### config.mk
export PLATFORM = sky130hd
export DESIGN_NAME = systolic_pe_acc
export DESIGN_NICKNAME = d
export VERILOG_FILES = /design/src/rtl/systolic_pe_acc.sv
export SDC_FILE = /design/constraint.sdc
export NUM_CORES = 1
export LEC_CHECK = 0
export CAP_MARGIN = 20
export CORE_UTILIZATION = 40
export CTS_CLUSTER_DIAMETER = 40
export CTS_CLUSTER_SIZE = 28
export DETAILED_ROUTE_END_ITERATION = 6
export DONT_BUFFER_PORTS = 1
export PLACE_DENSITY_LB_ADDON = 0.05
export SETUP_SLACK_MARGIN = 0.5
export SLEW_MARGIN = 30
export SYNTH_ARGS = -nofsm -noshare
export SYNTH_HDL_FRONTEND = slang
export SYNTH_SLANG_ARGS = --single-unit
### constraint.sdc
create_clock -name clk -period 7.8 [get_ports clk]
set_input_delay 0.78 -clock clk [delete_from_list [all_inputs] [get_ports clk]]
set_output_delay 0.78 -clock clk [all_outputs]
set_load 0.05 [all_outputs]
### src/rtl/systolic_pe_acc.sv
// ---------------------------------------------------------------------------
// systolic_pe_acc
//
// Output-stationary multiply-accumulate cell for a systolic matrix-multiply
// array. Operands A (from the west) and B (from the north) are forwarded
// east and south with one cycle of latency. Whenever both operands are valid,
// A*B is added into a wide accumulator. The finished tile result is shifted
// out through a per-column drain chain that runs from north to south on
// c_in/c_out.
//
// Parameters:
//   DATA_W  operand width
//   ACC_W   accumulator / drain width (must be >= 2*DATA_W)
//   SIGNED  1 = two's-complement arithmetic, 0 = unsigned
//   CNT_W   MAC counter width
//
// Ports:
//   clk, rst              clock; synchronous active-high reset
//   a_in, a_vld_in        operand from west neighbour and its valid
//   b_in, b_vld_in        operand from north neighbour and its valid
//   clr                   start a new tile; this cycle's product seeds it
//   drain                 request result drain (held high to stay in PASS)
//   c_in, c_vld_in        drain data from north neighbour and its valid
//   a_out, a_vld_out      registered A and its valid to east
//   b_out, b_vld_out      registered B and its valid to south
//   c_out, c_vld_out      drain data and its valid to south
//   mac_cnt               saturating count of MACs in the current tile
//   busy                  high while in LOAD or PASS
//   ovf                   sticky accumulator overflow for the current tile
//
// Build option:
//   SYSTOLIC_PE_SAT_EN    when defined, an overflowing accumulation clamps to
//                         the representable max/min instead of wrapping.
// ---------------------------------------------------------------------------
module systolic_pe_acc #(
    parameter int DATA_W = 16,
    parameter int ACC_W  = 40,
    parameter int SIGNED = 1,
    parameter int CNT_W  = 16
) (
    input  logic              clk,
    input  logic              rst,
    input  logic [DATA_W-1:0] a_in,
    input  logic              a_vld_in,
    input  logic [DATA_W-1:0] b_in,
    input  logic              b_vld_in,
    input  logic              clr,
    input  logic              drain,
    input  logic [ACC_W-1:0]  c_in,
    input  logic              c_vld_in,
    output logic [DATA_W-1:0] a_out,
    output logic              a_vld_out,
    output logic [DATA_W-1:0] b_out,
    output logic              b_vld_out,
    output logic [ACC_W-1:0]  c_out,
    output logic              c_vld_out,
    output logic [CNT_W-1:0]  mac_cnt,
    output logic              busy,
    output logic              ovf
);

    if (ACC_W < 2 * DATA_W) begin : g_width_check
        $error("systolic_pe_acc: ACC_W must be at least 2*DATA_W");
    end

    typedef enum logic [1:0] {
        ST_ACC  = 2'd0,
        ST_LOAD = 2'd1,
        ST_PASS = 2'd2
    } state_t;

    state_t             state;
    logic [ACC_W-1:0]   acc;

    logic               mac_fire;
    logic [2*DATA_W-1:0] a_ext;
    logic [2*DATA_W-1:0] b_ext;
    logic [2*DATA_W-1:0] prod;
    logic [ACC_W-1:0]   prod_ext;
    logic [ACC_W:0]     sum_chk;
    logic [ACC_W-1:0]   acc_next;
    logic               ovf_next;
    logic [CNT_W-1:0]   cnt_next;

    // Clamp value used when an accumulation overflows: toward the direction
    // the sum was heading (max for positive overflow, min for negative).
    function automatic logic [ACC_W-1:0] sat_limit(input logic neg);
        logic [ACC_W-1:0] lim;
        if (SIGNED != 0) begin
            lim = neg ? {1'b1, {(ACC_W-1){1'b0}}} : {1'b0, {(ACC_W-1){1'b1}}};
        end else begin
            lim = {ACC_W{1'b1}};
        end
        return lim;
    endfunction

    // Returns {overflow, result}. Signed overflow: both addends share a sign
    // that the sum does not. Unsigned overflow: carry out of the MSB.
    function automatic logic [ACC_W:0] add_chk(input logic [ACC_W-1:0] x,
                                               input logic [ACC_W-1:0] y);
        logic [ACC_W:0]   s;
        logic             o;
        logic [ACC_W-1:0] r;
        s = {1'b0, x} + {1'b0, y};
        if (SIGNED != 0) begin
            o = (x[ACC_W-1] == y[ACC_W-1]) && (s[ACC_W-1] != x[ACC_W-1]);
        end else begin
            o = s[ACC_W];
        end
        r = s[ACC_W-1:0];
`ifdef SYSTOLIC_PE_SAT_EN
        if (o) begin
            r = sat_limit(x[ACC_W-1]);
        end
`else
        if (o && 1'b0) begin
            r = sat_limit(x[ACC_W-1]);
        end
`endif
        return {o, r};
    endfunction

    // Stage 0: product formation and accumulate candidate (combinational)
    always_comb begin
        mac_fire = a_vld_in & b_vld_in;
        if (SIGNED != 0) begin
            a_ext = {{DATA_W{a_in[DATA_W-1]}}, a_in};
            b_ext = {{DATA_W{b_in[DATA_W-1]}}, b_in};
        end else begin
            a_ext = {{DATA_W{1'b0}}, a_in};
            b_ext = {{DATA_W{1'b0}}, b_in};
        end
        // Low 2*DATA_W bits of the extended product are exact in both modes.
        prod = a_ext * b_ext;

        prod_ext = '0;
        prod_ext[2*DATA_W-1:0] = prod;
        for (int i = 2 * DATA_W; i < ACC_W; i++) begin
            prod_ext[i] = (SIGNED != 0) ? prod[2*DATA_W-1] : 1'b0;
        end

        sum_chk = add_chk(acc, prod_ext);

        acc_next = acc;
        ovf_next = ovf;
        cnt_next = mac_cnt;
        if (clr) begin
            acc_next = mac_fire ? prod_ext : '0;
            ovf_next = 1'b0;
            cnt_next = CNT_W'(mac_fire);
        end else if (mac_fire) begin
            acc_next = sum_chk[ACC_W-1:0];
            ovf_next = ovf | sum_chk[ACC_W];
            if (mac_cnt != {CNT_W{1'b1}}) begin
                cnt_next = mac_cnt + CNT_W'(1);
            end
        end
    end

    // Stage 1: operand forwarding registers
    always_ff @(posedge clk) begin
        if (rst) begin
            a_out     <= '0;
            a_vld_out <= 1'b0;
            b_out     <= '0;
            b_vld_out <= 1'b0;
        end else begin
            a_out     <= a_in;
            a_vld_out <= a_vld_in;
            b_out     <= b_in;
            b_vld_out <= b_vld_in;
        end
    end

    // Stage 1: accumulator, drain FSM and status registers
    always_ff @(posedge clk) begin
        if (rst) begin
            state     <= ST_ACC;
            acc       <= '0;
            mac_cnt   <= '0;
            ovf       <= 1'b0;
            c_out     <= '0;
            c_vld_out <= 1'b0;
            busy      <= 1'b0;
        end else begin
            case (state)
                ST_ACC: begin
                    acc       <= acc_next;
                    ovf       <= ovf_next;
                    mac_cnt   <= cnt_next;
                    c_vld_out <= 1'b0;
                    busy      <= drain;
                    if (drain) begin
                        state <= ST_LOAD;
                    end
                end
                ST_LOAD: begin
                    c_out     <= acc;
                    c_vld_out <= 1'b1;
                    acc       <= '0;
                    mac_cnt   <= '0;
                    ovf       <= 1'b0;
                    busy      <= 1'b1;
                    state     <= ST_PASS;
                end
                ST_PASS: begin
                    // The exit cycle still shifts c_in but marks it invalid.
                    c_out     <= c_in;
                    c_vld_out <= drain & c_vld_in;
                    busy      <= drain;
                    if (!drain) begin
                        state <= ST_ACC;
                    end
                end
                default: begin
                    state <= ST_ACC;
                    busy  <= 1'b0;
                end
            endcase
        end
    end

endmodule

==> results.py <==
metrics = {
    "cells_and_area": {
        "fill_cells": 4154,
        "final_net_count": 2488,
        "multi_input_area_sq_um": 13500,
        "layout-drive-gt1-share": 0.151,
        "mostFrequentLayoutCells": "300 x inv_1, 256 x fa_1, 179 x nand2_1",
        "seqCellArea_sq_um": 2700,
        "mostFrequentLayoutCell": "inv_1",
        "antenna_cells": 0,
        "syn2layout_area_growth_pct": 16.1,
    },
    "critical_path": {
        "r2r-end": "acc[24]",
        "rrSetupSlack_ns": 4.53,
        "cp-end-kind": "flip-flop",
        "cp_data_required_time_ns": 8.15,
        "crit_end": "acc[36]",
        "slowest_stage": "fa_1",
        "slowest_delay_ns": 0.57,
        "worstPathMaxFanout": 17,
        "critPathKind": "in2reg",
        "cp-startpoint": "a_in[3]",
        "cp_data_arrival_time_ns": 8.11,
        "r2r_start": "acc[0]",
        "cp-start-kind": "input port",
        "reg2regPathDepth": 15,
    },
    "yosys": {
        "synthTopCellsByArea": "fa_1 31%, dfxtp_1 16%, ha_1 9.3%",
        "synth_xor_area_frac": 0.0398,
        "synthArstFlopShare": 0,
        "yosys.area.top_type": "fa_1",
        "synth_top_family_by_area": "adder cells",
        "synth-adder-area-share": 0.400,
        "synth-edff-count": 0,
        "ys_ff_latch": 135,
        "yosysSeqAreaShare": 0.158,
        "synth_compound_area_frac": 0.129,
        "synth_ff_type": "dfxtp_1",
        "yosys_warnings": 0,
        "muxShareOfSynthArea": 0.0289,
        "syn-num-nets": 2391,
        "synthSimpleGateAreaFrac": 0.160,
        "netlist.area_leader.share": 0.307,
        "synth_cell_types": 74,
        "synthesis.area_sq_um": 17200,
        "postSynthAreaPerCell_sq_um": 8.92,
        "syn_inst": 1922,
    },
    "cts": {
        "h-tree-depth": 4,
        "cts.clk_slew.worst_paths_ns": 0.06,
        "cts_tree": "built",
        "cts_max_path_buffers": 2,
        "cts.sinks": 135,
        "insertion_delay_ns": 0.48,
        "cts-buffers-inserted": 17,
        "clock-root-buffer": "clkbuf_16",
    },
    "floorplanning": {
        "initial_core_util": 0.407,
        "fp.dieW_um": 209,
        "die_h_um": 209,
        "std_cell_rows": 75,
        "fp.dieArea_sq_um": 43700,
        "core_area_sq_um": 42100,
        "boundaryPins": 172,
    },
    "timing": {
        "max-slew-margin-rel": 0.453,
        "finalCriticalPeriod_ns": 7.76,
        "finalHoldViolCount": 0,
        "fin_crit_sh": 0.995,
        "slew_violations": 0,
        "setup_violations": 0,
        "fmax_mhz": 129,
        "rsz0062_at_grt": "true",
        "clock_skew_ns": 0.0179,
        "max_slew.worst_pin.slew_ns": 0.820,
        "whs_ns": 0.375,
    },
    "min_path": {
        "whs_path_depth": 1,
        "hp-class": "in2reg",
    },
    "place": {
        "io_buffers": 0,
        "hpwl_um": 37300,
        "gp_congestion": 0.850,
    },
    "global_route": {
        "grt_max_degree": 121,
        "antenna_found_initial": 0,
        "grt_pass1_vias": 13700,
        "grt_pass1_wl_um": 76300,
        "grt.overflow.total": 0,
        "grt_usage": 0.225,
    },
    "drt": {
        "wire_per_inst_um": 18.3,
        "ant_nets": 0,
        "drt-pass1-iter-count": 6,
        "drt_iter0_markers": 647,
        "wirelength_um": 47100,
        "vias_per_cell": 5.11,
        "vias": 13100,
        "drc": 0,
    },
    "outcome": {
        "status": "finished, final reports clean",
    },
    "flow_run": {
        "max-cap-violations": 0,
    },
}
[per-layer routing]
layer  track usage  part of all wire  up-vias
met5             0                 0        -
met4        0.0563             0.015        0
met3        0.0473             0.048       36
met2         0.361              0.46      255
met1         0.309              0.48     6474
li1              -                 -     6376
[registers in the layout, indices dropped and copies added, names as in the netlist]
name / cells
b_vld_out: 1
b_out: 16
a_vld_out: 1
acc: 40
ovf: 1
a_out: 16
c_out: 40
c_vld_out: 1
state: 2
busy: 1
mac_cnt: 16
[per-stage QoR]
step	worst slack, ns	setup TNS (ns)	instances	instance area, sq um	util
4_1_cts	0.0383	0	2563	19500	0.463
2_1_floorplan	-0.499	-2.01	1922	17400	-
3_5_place_dp	-0.623	-4.61	2522	18700	0.444
5_1_grt	-0.265	-1.28	2571	19900	0.472
6_report	0.0408	0	2571	19900	0.472
3_3_place_gp	-0.546	-4.00	2522	18700	0.444
[cell families after synthesis]
kind of cell    Yosys count
simple gates            559
fa+ha+maj               390
buf+inv                 389
compound gates          324
flops                   135
xor+xnor                 77
mux                      48
[worst min path at each step]
stage,endpoint,start
2_1_floorplan,acc[20],acc[20]
3_3_place_gp,acc[35],acc[35]
3_5_place_dp,acc[35],acc[35]
4_1_cts,acc[34],rst
5_1_grt,acc[39],rst
6_report,acc[34],rst
[synth_stat cells, types with 4 or more instances]
cell and number:
o21a_1 4, a211oi_1 45, buf_1 9, xor2_1 27, clkbuf_1 71, nand3_1 14
o21ai_0 43, nand2b_1 21, a22o_1 4, nor3_1 9, dfxtp_1 135, a21oi_1 86
nand2_1 181, o211ai_1 5, ha_1 127, or3_1 8, a31oi_1 6, nor2b_1 39
o21ai_1 12, and2_1 124, xnor2_1 49, a21o_1 39, inv_1 307, nor2_1 123
nand4_1 15, nor3b_1 4, fa_1 263, mux2i_1 45, nor4_1 4, a22oi_1 23
o21bai_1 12
[cell type report]
class                   count  share of cell area
well taps                 539              0.0339
inverters                 307              0.0579
clock buffers              17              0.0214
multi-input cells        1398               0.680
clock inverters            15             0.00955
flip-flops and latches    135               0.136
repair buffers            160              0.0615
[worst max-delay path, delay by kind of cell]
kind	cells	cell delay [ns]
AND/OR/NAND/NOR	3	0.51
adder cells (fa/ha/maj)	8	3.63
AO/OA/AOI/OAI	14	2.73
buffers and inverters	3	0.26
XOR/XNOR	1	0.17
[what timing repair did]
item / 4_1_cts / 5_1_grt
pin swaps: 32 / 50
gates resized for setup: 21 / 67
buffers inserted: 9 / 8
hold buffers: 0 / 0
setup endpoints to repair: 13 / 24
Power is not shown: default switching activity piles up to over one toggle a cycle in this logic, so the estimate is an artifact.
